--- src/rtl/board_reveal_ctrl_pkg.sv ---
// Shared types for the board reveal path: hand ordering, controller states,
// and the per-frame money/player snapshot.
package board_reveal_ctrl_pkg;

    typedef enum logic [2:0] {
        pre_flop = 3'd0,
        flop     = 3'd1,
        turn     = 3'd2,
        river    = 3'd3,
        showdown = 3'd4
    } hand_state_t;

    typedef enum logic {
        IDLE   = 1'b0,
        REVEAL = 1'b1
    } reveal_ctrl_state_t;

    localparam int         MONEY_W     = 11;
    localparam int         NUM_PLAYERS = 2;
    localparam logic [1:0] FLOP_FULL   = 2'd3;

    typedef logic [NUM_PLAYERS-1:0][MONEY_W-1:0] player_money_t;

    typedef struct packed {
        player_money_t      stacks;
        player_money_t      pots;
        logic [MONEY_W-1:0] pot_size;
        logic               current_player;
        logic               current_dealer;
        logic               winner;
    } frame_snap_t;

    // Encoding is declared in street order, so ordering is a plain compare.
    function automatic logic hand_state_ahead(input hand_state_t a, input hand_state_t b);
        return a > b;
    endfunction

endpackage

--- src/rtl/frame_pacer.sv ---
// Counts frames between reveal steps and pulses step_tick on the frame that
// completes a FRAMES_PER_CARD interval.
module frame_pacer #(
    parameter int FRAMES_PER_CARD = 20,
    parameter int FC_W            = 8
) (
    input  logic Clk,
    input  logic Reset,
    input  logic frame_start,
    input  logic clear,
    input  logic enable,
    output logic step_tick
);

    localparam logic [FC_W-1:0] LAST = FC_W'(FRAMES_PER_CARD - 1);

    logic [FC_W-1:0] frame_cnt;

    assign step_tick = frame_start && enable && !clear && (frame_cnt == LAST);

    // Count stops at LAST and restarts, so it never wraps.
    always_ff @(posedge Clk) begin
        if (Reset) begin
            frame_cnt <= '0;
        end else if (frame_start) begin
            if (clear || step_tick)
                frame_cnt <= '0;
            else if (enable)
                frame_cnt <= frame_cnt + 1'b1;
        end
    end

endmodule

--- src/rtl/board_reveal_ctrl.sv ---
// Frame-synchronous snapshot of game state for game_screen, with community
// cards revealed one step per FRAMES_PER_CARD frames.
module board_reveal_ctrl
    import board_reveal_ctrl_pkg::*;
#(
    parameter int FRAMES_PER_CARD = 20,
    parameter int FC_W            = 8
) (
    input  logic               Clk,
    input  logic               Reset,
    input  logic               frame_start,
    input  hand_state_t        fsm_state,
    input  player_money_t      fsm_player_stacks,
    input  player_money_t      fsm_player_pots,
    input  logic [MONEY_W-1:0] fsm_pot_size,
    input  logic               fsm_current_player,
    input  logic               fsm_current_dealer,
    input  logic               fsm_winner,
    output hand_state_t        disp_state,
    output logic [1:0]         disp_flop_count,
    output player_money_t      disp_player_stacks,
    output player_money_t      disp_player_pots,
    output logic [MONEY_W-1:0] disp_pot_size,
    output logic               disp_current_player,
    output logic               disp_current_dealer,
    output logic               disp_winner,
    output logic               busy,
    output logic               reveal_done
);

    reveal_ctrl_state_t ctrl_state;
    hand_state_t        target, tgt_now, nxt_state;
    frame_snap_t        snap;
    logic [1:0]         nxt_count;
    logic               behind, ahead, settled, nxt_done, do_step, step_tick, pacer_clear;

    // Decisions on a frame_start use the value being loaded into target.
    assign tgt_now  = frame_start ? fsm_state : target;
    assign behind   = hand_state_ahead(disp_state, tgt_now);
    assign ahead    = hand_state_ahead(tgt_now, disp_state);
    assign settled  = (disp_state == tgt_now) &&
                      (disp_flop_count == FLOP_FULL || disp_state == pre_flop);
    assign nxt_done = (nxt_state == tgt_now) && (nxt_count == FLOP_FULL);
    assign do_step  = (ctrl_state == IDLE) ? ahead : step_tick;

    assign pacer_clear = frame_start &&
                         (ctrl_state == IDLE || behind || settled);

    always_comb begin
        nxt_state = disp_state;
        nxt_count = disp_flop_count;
        case (disp_state)
            pre_flop: begin
                nxt_state = flop;
                nxt_count = 2'd1;
            end
            flop: begin
                if (disp_flop_count != FLOP_FULL) nxt_count = disp_flop_count + 2'd1;
                else                              nxt_state = turn;
            end
            turn:    nxt_state = river;
            river:   nxt_state = showdown;
            default: ;
        endcase
    end

    frame_pacer #(
        .FRAMES_PER_CARD(FRAMES_PER_CARD),
        .FC_W           (FC_W)
    ) u_pacer (
        .Clk        (Clk),
        .Reset      (Reset),
        .frame_start(frame_start),
        .clear      (pacer_clear),
        .enable     (ctrl_state == REVEAL),
        .step_tick  (step_tick)
    );

    always_ff @(posedge Clk) begin
        if (Reset) begin
            ctrl_state      <= IDLE;
            target          <= pre_flop;
            disp_state      <= pre_flop;
            disp_flop_count <= '0;
            snap            <= '0;
            busy            <= 1'b0;
            reveal_done     <= 1'b0;
        end else begin
            reveal_done <= 1'b0;
            if (frame_start) begin
                target <= fsm_state;
                snap   <= '{stacks: fsm_player_stacks, pots: fsm_player_pots,
                            pot_size: fsm_pot_size, current_player: fsm_current_player,
                            current_dealer: fsm_current_dealer, winner: fsm_winner};
                if (behind) begin
                    disp_state      <= tgt_now;
                    disp_flop_count <= (tgt_now == pre_flop) ? 2'd0 : FLOP_FULL;
                    busy            <= 1'b0;
                    ctrl_state      <= IDLE;
                end else if (ctrl_state == REVEAL && settled) begin
                    // Target pulled back onto the street already on screen.
                    busy        <= 1'b0;
                    ctrl_state  <= IDLE;
                    reveal_done <= 1'b1;
                end else if (do_step) begin
                    disp_state      <= nxt_state;
                    disp_flop_count <= nxt_count;
                    if (nxt_done) begin
                        busy        <= 1'b0;
                        ctrl_state  <= IDLE;
                        reveal_done <= 1'b1;
                    end else begin
                        busy       <= 1'b1;
                        ctrl_state <= REVEAL;
                    end
                end
            end
        end
    end

    assign disp_player_stacks  = snap.stacks;
    assign disp_player_pots    = snap.pots;
    assign disp_pot_size       = snap.pot_size;
    assign disp_current_player = snap.current_player;
    assign disp_current_dealer = snap.current_dealer;
    assign disp_winner         = snap.winner;

endmodule

--- config.mk ---
export PLATFORM = sky130hd
export DESIGN_NAME = board_reveal_ctrl
export DESIGN_NICKNAME = d
export VERILOG_FILES = /design/src/rtl/board_reveal_ctrl_pkg.sv /design/src/rtl/frame_pacer.sv /design/src/rtl/board_reveal_ctrl.sv
export SDC_FILE = /design/constraint.sdc
export NUM_CORES = 1
export LEC_CHECK = 0
export CAP_MARGIN = 30
export CORE_ASPECT_RATIO = 0.7
export CORE_UTILIZATION = 36
export CTS_BUF_LIST = sky130_fd_sc_hd__clkbuf_2
export DETAILED_ROUTE_END_ITERATION = 10
export PLACE_DENSITY_LB_ADDON = 0.1
export SKIP_CTS_REPAIR_TIMING = 1
export SYNTH_ARGS = -nofsm -noshare
export SYNTH_HDL_FRONTEND = slang
export SYNTH_HIERARCHICAL = 1
export SYNTH_SLANG_ARGS = --single-unit
--- constraint.sdc ---
create_clock -name Clk -period 3.9 [get_ports Clk]
set_input_delay 0.39 -clock Clk [delete_from_list [all_inputs] [get_ports Clk]]
set_output_delay 0.39 -clock Clk [all_outputs]
set_load 0.01 [all_outputs]
==> results of run 1 <==
==> registers in the layout, summed over array words and instances, names as in the netlist <==
| signal | flops |
|---|---|
| target | 3 |
| disp_winner | 1 |
| u_pacer/frame_cnt | 8 |
| disp_player_stacks | 22 |
| ctrl_state | 1 |
| disp_state | 3 |
| disp_current_dealer | 1 |
| disp_pot_size | 11 |
| disp_player_pots | 22 |
| reveal_done | 1 |
| disp_flop_count | 2 |
| disp_current_player | 1 |
==> cells in the final DEF, fill, tap and decap left out, types with 3 or more instances in the layout <==
master and n:
clkdlybuf4s50_1 126, dfxtp_1 76, nor2_1 63, mux2i_1 61, o21ai_0 10, nand2_1 9, clkbuf_2 9, a221oi_1 7
buf_4 7, inv_1 6, a21oi_1 5, a211oi_1 5, or3_1 4, a311oi_1 4, a31oi_1 4, ha_1 4
clkinv_1 4, nor2b_1 3, nand4_1 3, xnor2_1 3, nand4b_1 3
==> stage by stage <==
step / cell area, sq um / power (mW) / setup slack, ns
final: 4743 / 1.795 / 0.6501
after global routing: 4743 / 1.900 / 0.2908
after CTS: 4733 / 1.818 / 0.6736
after detailed placement: 4631 / 1.399 / 0.2339
after global placement: 4631 / 1.399 / 0.3828
after floorplan: 3262 / 1.179 / 0.5874
==> worst max-delay path, stage by stage (launching register included) <==
cell      delay, ns
dfxtp_1        0.56
inv_1          0.16
ha_1           0.33
nor2b_4        0.14
o21a_4         0.16
or2_0          0.15
a21oi_1        0.09
nand4b_1       0.25
nor3_1         0.30
nand2b_1       0.17
o211ai_1       0.11
a221oi_1       0.25
nand4b_1       0.20
o221a_1        0.28
==> report_power, final <==
group	switching (mW)	leakage (nW)	internal, mW
registers	0.0555	0.626	0.831
logic	0.225	1.21	0.276
clock network	0.269	0.0618	0.138
==> worst paths after layout <==
path	startpoint	slack, ns	cells after the start	to
worst max register to register	disp_state[1]	0.65	13	ctrl_state
worst max-delay path	disp_state[1]	0.65	13	ctrl_state
worst min-delay path	frame_start	0.23	3	target[2]
worst min register to register	disp_player_pots[21]	0.52	2	disp_player_pots[21]
==> per-layer routing <==
layer	GRT usage, %	vias up
met5	0	-
met3	8.192	14
met1	22.05	1290
met4	5.769	0
met2	27.80	122
li1	-	1407
==> layout make-up <==
| cell class | instances | area (sq um) |
|---|---|---|
| flip-flops and latches | 76 | 1521 |
| well taps | 120 | 150.1 |
| multi-input cells | 222 | 1614 |
| clock inverters | 7 | 57.56 |
| repair buffers | 135 | 1329 |
| fillers | 786 | 3875 |
| clock buffers | 9 | 45.04 |
| inverters | 7 | 26.28 |
==> kinds of logic after synthesis <==
kind of cell	after synthesis	synth area share [%]
AOI/OAI and AO/OA	51	12.24
xor gates and xnor gates	4	1.074
adders and majority gates	4	1.534
buffers and inverters	27	3.874
DFF	76	46.64
muxes	64	20.56
and+or+nand+nor	99	14.08
==> impl_results.md, run 1 <==
- Drt wl/cell: ~14 um
- Final design utilization: between 50% and 60%
- Maxcap violations: 0
- Worst-Margin Slew: 0.8036 ns
- Pwr dens: 378.3 mW/mm^2
- Synth top area share: between 40% and 50%
- Worst endpoint required time: about 4.3 ns
- Hpwl dp: 5752 um
- Port Buffer Count: 128
- Cell Area, Synth: about 0.0033 sq mm
- Leakage power: around 1.9 nW
- Syn avg cell area: between 10 and 15 sq um
- Fin crit period: between 3 and 4 ns
- Placed cells: between 500 and 600
- CTS root buf: clkbuf_2
- Synth Flop Type: dfxtp_1
- Final setup fails: 0
- Gpl congestion: about 0.93
- Longest Clk Path Bufs: 2
- Worst-path clk slew: 0.21 ns
- Crit path kind: reg -> reg
- Crit path DAT: 3.69 ns
- CORE AREA: 0.008618 sq mm
- Asr flop ratio synth: 0%
- WL met3: slightly above 800 um
- Worst VDD drop: approximately 180 uV
- Syn nets: 393
- Area delta synth->final: 45.42%
- Final hold violations: 0
- Die height: around 82 um
- Top-count cell post-synth: dfxtp_1
- Die Width: approximately 120 um
- Largest cells by area after synthesis: dfxtp_1, mux2i_1, nor2_1, a221oi_1, ha_1
- RSZ-0062 raised after global routing: no
- Post-synth EDFFs: 0
- Proportion of layout cells with a drive suffix above 1: roughly 7.5%
- Register area share after synthesis: 46.64%
- Clock skew: ~0.018 ns
- Total negative setup slack: 0 ns
- Synth warnings: 6
- ANT cells: 0
- Final nets: 519
- TritonCTS clock tree: built
- Fmax: between 300 and 400 MHz
- Die area: about 0.0095 sq mm
- Rel. slew slack: 46.43%
- Htree depth: 3
- Detailed Routing Iterations Pass 1: 5
- Post-synth cell types: between 40 and 50
- Antenna violations before repair: 0
- Row count: 28
- CP Capture Type: flip-flop
- Top Layer Used: met4
- Crit path launch type: flip-flop
- I/O Pins: roughly 130
- Largest net degree at the start of global routing: 72
- DRC Markers: 0
- TritonCTS Buffers: 9
- Final std cells w/o fill: around 580
- Synthesized flop and latch total: 76
- First-pass GRT wire length: between 10000 and 15000 um
- Metal-1 WL: about 3700 um
- Grt total ovfl: 0
- Final Max Tran Viols: 0
- Met2 WL: between 3000 and 4000 um
- Mapped Cells: roughly 330
- Commonest cells in the netlist: dfxtp_1, nor2_1, mux2i_1
- CP Max Fanout: 11
- Number of global-route vias before repair: ~2700
- Initial Util: 37.85%
- Antenna viol nets, final: 0
- Worst Hold Class: in -> reg
- Period utilization: approximately 83%
- Clock Sinks: 76
- Vias per cell: 4.918
- Hold slack: 0.2290 ns
- Largest area contributor in the netlist: dfxtp_1
- DRT Wirelength: 8298 um
- Worst-skew pair later-pin latency: around 0.52 ns
- Via count: 2833
- Starting DRC count in detailed routing: between 100 and 150
- Outcome: finished, final reports clean
- Gr usage total: between 10% and 20%
Power figures use the tool's default switching activity.
==> run 2: changes to the inputs <==
==> constraint.sdc (replaced) <==
create_clock -name Clk -period 2.7 [get_ports Clk]
set_input_delay 0.27 -clock Clk [delete_from_list [all_inputs] [get_ports Clk]]
set_output_delay 0.27 -clock Clk [all_outputs]
set_load 0.01 [all_outputs]
==> run 2 against run 1 <==
  * The flow now finishes with violations (setup timing)
  * Total power up 72%
  * Worst hold slack worse by 0.13 ns
  * Utilization increased by 4.6 points
  * Register-to-register slack worse by 0.68 ns
  * Routed wire length is 5.7% higher
  * Worst setup slack worse by 0.68 ns
  * Sequential share of layout area shrank 2.4 points
  * Combinational power grew 91%
  * Largest cell class unchanged
  * Highest routed layer unchanged
==> impl_results.md, run 2 (synthesis gave the netlist of run 1 again) <==
- Outcome: complete, but fails checks
- Failing checks: setup timing
- Leakage power: ~2.1 nW
- Clock skew: 0.01644 ns
- Drt wl/cell: between 10 and 15 um
- Gpl congestion: approximately 0.93
- Final setup fails: 1
- Starting DRC count in detailed routing: 142
- Die Width: 115.8 um
- Placed Area: roughly 0.0049 sq mm
- Reg2Reg Setup Slack: -0.03 ns
- Fin crit period: 2.729 ns
- Proportion of layout cells with a drive suffix above 1: 17.26%
- Pwr dens: between 600 and 700 mW/mm^2
- Vias per cell: 4.903
- TritonCTS Buffers: 9
- Longest Clk Path Bufs: 2
- Via count: around 2900
- Final Instance Area: 0.005136 sq mm
- Crit path launch type: flip-flop
- Worst Hold Class: in -> reg
- Most frequent cells in the layout: clkdlybuf4s50_1, dfxtp_1, nor2_1
- I/O Pins: about 130
- Crit path DAT: about 3.2 ns
- Maxcap violations: 0
- Min-delay src: frame_start
- Port Buffer Count: between 100 and 150
- Setup ws final: -0.02863 ns
- Antenna violations before repair: 0
- Antenna viol nets, final: 0
- Area delta synth->final: 57.46%
- Worst VDD drop: 326.8 uV
- Fmax: roughly 370 MHz
- Slowest cell on the critical path: dfxtp_2
- Worst-skew pair later-pin latency: roughly 0.53 ns
- Htree depth: 3
- Sequential cell area: ~0.0015 sq mm
- Die area: ~0.0095 sq mm
- Worst-path clk slew: approximately 0.22 ns
- CP Capture Type: flip-flop
- CP Max Fanout: 2
- ANT cells: 0
- CORE AREA: 0.008618 sq mm
- Die height: between 80 and 90 um
- DRT Wirelength: 8767 um
- Gr usage total: ~18%
- Worst-path cell chain: mux2i_4 -> inv_2 -> ha_4 -> nor2b_4 -> o21a_4 -> or2_4 -> a21oi_4 -> nand4b_1 -> nor3_2 -> nand2b_4 -> o211ai_1 -> a221oi_2 -> nand4b_1 -> o221a_1
- TritonCTS clock tree: built
- RSZ-0062 raised after global routing: yes
- Worst hold stages: 2
- Row count: 28
- Max stage delay on crit path: about 0.37 ns
- Area occupied by multi-input gates: ~0.0017 sq mm
- Critical R2R Launch: target[1]
- Final hold violations: 0
- DRC Markers: 0
- Crit-path most repeated cell: nand4b_1
- Largest net degree at the start of global routing: 52
- Commonest non-fill, non-tap cell in the layout: clkdlybuf4s50_1
- First-pass GRT wire length: ~13000 um
- R2R Path End: ctrl_state
- Final nets: approximately 540
- Hpwl dp: a little over 6000 um
- Period utilization: 101.1%
- CTS root buf: clkbuf_2
- Worst R2R Path Depth: 14
- Worst-Margin Slew: 0.8005 ns
- Detailed Routing Iterations Pass 1: 4
- Number of global-route vias before repair: roughly 2700
- Final Max Tran Viols: 0
- Worst endpoint required time: around 3.2 ns
- Clock Sinks: 76
- Rel. slew slack: 46.64%
- Initial Util: a little under two fifths
- Hold endpoint: disp_state[1]
- Crit path kind: reg -> reg
- Grt total ovfl: 0
- Filler Cell Count: 771
- Total negative setup slack: -0.02863 ns
run 2: cell count changes in the layout (fill, tap and decap cells not counted), moves of 3 or more:
cell,previous run,this run
buf_4,7,31
a311oi_1,4,1
clkinv_1,4,0
a311oi_2,0,3
bufinv_16,1,4
run 2: report_power, final:
group	leakage, nW	internal, mW	switching (mW)
Clock	0.106	0.490	0.404
Combinational	1.36	0.516	0.442
Sequential	0.627	1.20	0.0403
run 2: critical path, delay by kind of cell, from the launching register on:
family / cells / cell delay, ns
buf+inv: 1 / 0.08
fa+ha+maj: 1 / 0.27
flops: 1 / 0.37
simple gates: 6 / 1.01
compound gates: 5 / 0.75
mux: 1 / 0.15
run 2: worst max path at each step:
stage,startpoint,end,slack (ns),depth (start not counted)
floorplan,frame_start,ctrl_state,-0.25,16
global placement,fsm_state[1],ctrl_state,-0.41,15
detailed placement,fsm_state[2],ctrl_state,-0.46,15
CTS,target[1],ctrl_state,-0.09,14
global route,target[1],ctrl_state,-0.19,14
finish,target[1],ctrl_state,-0.03,14
run 2: per-stage QoR:
step	instances	hold WS [ns]	worst slack (ns)	utilization, %	total power, mW
final	601	0.09683	-0.02863	59.60	3.093
after detailed placement	582	0.4807	-0.4627	56.34	2.134
after CTS	598	0.04110	-0.09353	58.48	3.048
after global routing	601	0.03650	-0.1903	59.60	3.256
after global placement	582	0.4711	-0.4086	56.34	2.139
after floorplan	325	0.4172	-0.2545	-	1.733
run 2: metal layers:
metal / track usage (%) / wire (um) / vias up
met4: 5.128 / 86 / 0
met1: 22.77 / 3917 / 1360
li1: - / - / 1464
met3: 10.04 / 980 / 8
met2: 27.20 / 3783 / 115
met5: 0 / 0 / -
run 2: layout make-up:
type,count,share of cell area [%]
Tap cell,120,2.923
Timing Repair Buffer,160,29.62
Clock buffer,9,0.8770
Multi-Input combinational cell,222,33.69
Inverter,7,0.5116
Sequential cell,76,29.67
Clock inverter,7,2.704
==> run 3: changes to the inputs <==
--- a/config.mk
+++ b/config.mk
@@ -5,7 +5,7 @@
 export SDC_FILE = /design/constraint.sdc
 export NUM_CORES = 1
 export LEC_CHECK = 0
-export CAP_MARGIN = 30
+export CAP_MARGIN = 20
 export CORE_ASPECT_RATIO = 0.7
 export CORE_UTILIZATION = 36
 export CTS_BUF_LIST = sky130_fd_sc_hd__clkbuf_2
==> constraint.sdc (replaced) <==
create_clock -name Clk -period 2.68 [get_ports Clk]
set_input_delay 0.268 -clock Clk [delete_from_list [all_inputs] [get_ports Clk]]
set_output_delay 0.268 -clock Clk [all_outputs]
set_load 0.01 [all_outputs]
==> run 3 against run 2 <==
  * The run still ends with setup timing left
  * Via count is 1.1% lower
  * Register-to-register slack worse by 0.08 ns
  * Sequential share of layout area is 0.54 points higher
  * Worst setup slack got worse by 0.078 ns
  * Die area unchanged
  * Global-route usage up 0.33 points
  * Cell area is 1.8% lower
  * First-iteration DRC count down 3.5%
==> impl_results.md, run 3 (synthesis gave the netlist of run 1 again) <==
- Outcome: complete, but fails checks
- Failing checks: setup timing
- Initial Util: roughly 38%
- Crit path DAT: between 3 and 4 ns
- Maxcap violations: 0
- CP Capture Type: flip-flop
- Worst VDD drop: 343.2 uV
- Area delta synth->final: 54.62%
- Final Instance Area: about 0.0050 sq mm
- Clock skew: around 0.023 ns
- ANT cells: 0
- DRT Wirelength: roughly 8700 um
- CTS root buf: clkbuf_2
- Worst Hold Class: in -> reg
- Hold slack: 0.2532 ns
- Leakage power: about 2 nW
- Slowest cell on the critical path: dfxtp_2
- Worst-skew pair later-pin latency: roughly 0.52 ns
- Busiest layer in global routing: met2
- Largest net degree at the start of global routing: 51
- Setup ws final: -0.1065 ns
- Gr usage total: between 10% and 20%
- Final setup fails: 2
- Crit path launch type: flip-flop
- Starting DRC count in detailed routing: around 140
- Total negative setup slack: -0.1135 ns
- Commonest non-fill, non-tap cell in the layout: clkdlybuf4s50_1
- Buf+Inv Stages, Crit Path: 1
- CP Max Fanout: 2
- Worst-path cell chain: mux2i_4 -> inv_2 -> ha_4 -> nor2b_4 -> o21a_4 -> or2_4 -> a21oi_4 -> nand4b_1 -> nor3_2 -> nand2b_4 -> o211ai_1 -> a221oi_1 -> nand4b_1 -> o221a_1
- Crit-path most repeated cell: nand4b_1
- TritonCTS clock tree: built
- Detailed Routing Iterations Pass 1: 4
- CORE AREA: roughly 0.0086 sq mm
- Die area: 0.009451 sq mm
- Worst-path clk slew: approximately 0.2 ns
- Fmax: ~360 MHz
- Die Width: 115.8 um
- Worst-Margin Slew: around 0.8 ns
- Gpl congestion: between 0.8 and 0.9
- Crit path kind: reg -> reg
- Final Max Tran Viols: 0
- RSZ-0062 raised after global routing: yes
- Proportion of layout cells with a drive suffix above 1: about 16%
- Final nets: approximately 540
- Hpwl dp: approximately 6200 um
- I/O Pins: around 130
- Final hold violations: 0
- Clock Sinks: 76
- Htree depth: 3
- Grt total ovfl: 0
- Period utilization: 104.0%
- DRC Markers: 0
- Worst endpoint required time: 3.10 ns
- TritonCTS Buffers: 9
- Vias per cell: 4.865
- Longest Clk Path Bufs: 2
- Placed Area: 0.004856 sq mm
- CP delay by family, top: simple AND/OR/NAND/NOR gates
- Row count: 28
- Global-route track usage on met3: about a tenth
- Number of global-route vias before repair: 2676
- Max stage delay on crit path: 0.37 ns
- Fin crit period: approximately 2.8 ns
- Pwr dens: approximately 570 mW/mm^2
- Antenna violations before repair: 0
- Final design utilization: between 50 and 60%
- Met1 Usage GRT: between 20% and 30%
- First-pass GRT wire length: roughly 13000 um
- Met2 usage: between 20% and 30%
- Rel. slew slack: 46.54%
- Port Buffer Count: roughly 130
- Most frequent cells in the layout: clkdlybuf4s50_1, dfxtp_1, nor2_1
- Die height: around 80 um
- Antenna viol nets, final: 0
- Via count: 2914
- Drt wl/cell: ~14 um
- Post-place setup slack: -0.5738 ns
-- run 3: changes by cell type in the layout (fill, tap and decap cells not counted), moves of 2 or more --
cell       before  now
bufinv_16       4    2
a311oi_1        1    3
clkbuf_2        9   11
a311oi_2        3    1
-- run 3: cell type report --
class | instances | area, sq um
clock buffer | 11 | 55.05
inverter | 7 | 26.28
sequential | 76 | 1524
fill | 773 | 3575
clock inverter | 5 | 76.32
timing repair buffer | 158 | 1503
multi-input combinational | 222 | 1709
tap | 120 | 150.1
-- run 3: stage by stage --
step,total power [mW],instances
5_1_grt,3.034,599
2_1_floorplan,1.746,325
6_report,2.867,599
4_1_cts,2.872,598
3_3_place_gp,2.149,582
3_5_place_dp,2.153,582
-- run 3: where the power goes --
group / switching [mW] / internal (mW)
Sequential: 0.0461 / 1.21
Clock: 0.385 / 0.312
Combinational: 0.414 / 0.501
-- run 3: worst register-to-register path, delay by kind of cell, from the launching register on --
family | cells | cell delay (ns)
compound gates | 5 | 0.79
fa+ha+maj | 1 | 0.27
buf+inv | 1 | 0.07
flops | 1 | 0.37
mux | 1 | 0.14
simple gates | 6 | 1.05
-- run 3: layer usage --
layer	vias up	part of all wire, %
met1	1322	45
met2	119	42
li1	1461	-
met3	12	11
met4	0	1.5
met5	-	0
-- run 3: worst paths after layout --
kind | from | to | slack [ns] | cells after the start
setup reg to reg | target[1] | ctrl_state | -0.11 | 14
hold / removal | frame_start | target[2] | 0.25 | 4
setup / recovery | target[1] | ctrl_state | -0.11 | 14
hold reg to reg | disp_current_dealer | disp_current_dealer | 0.52 | 2
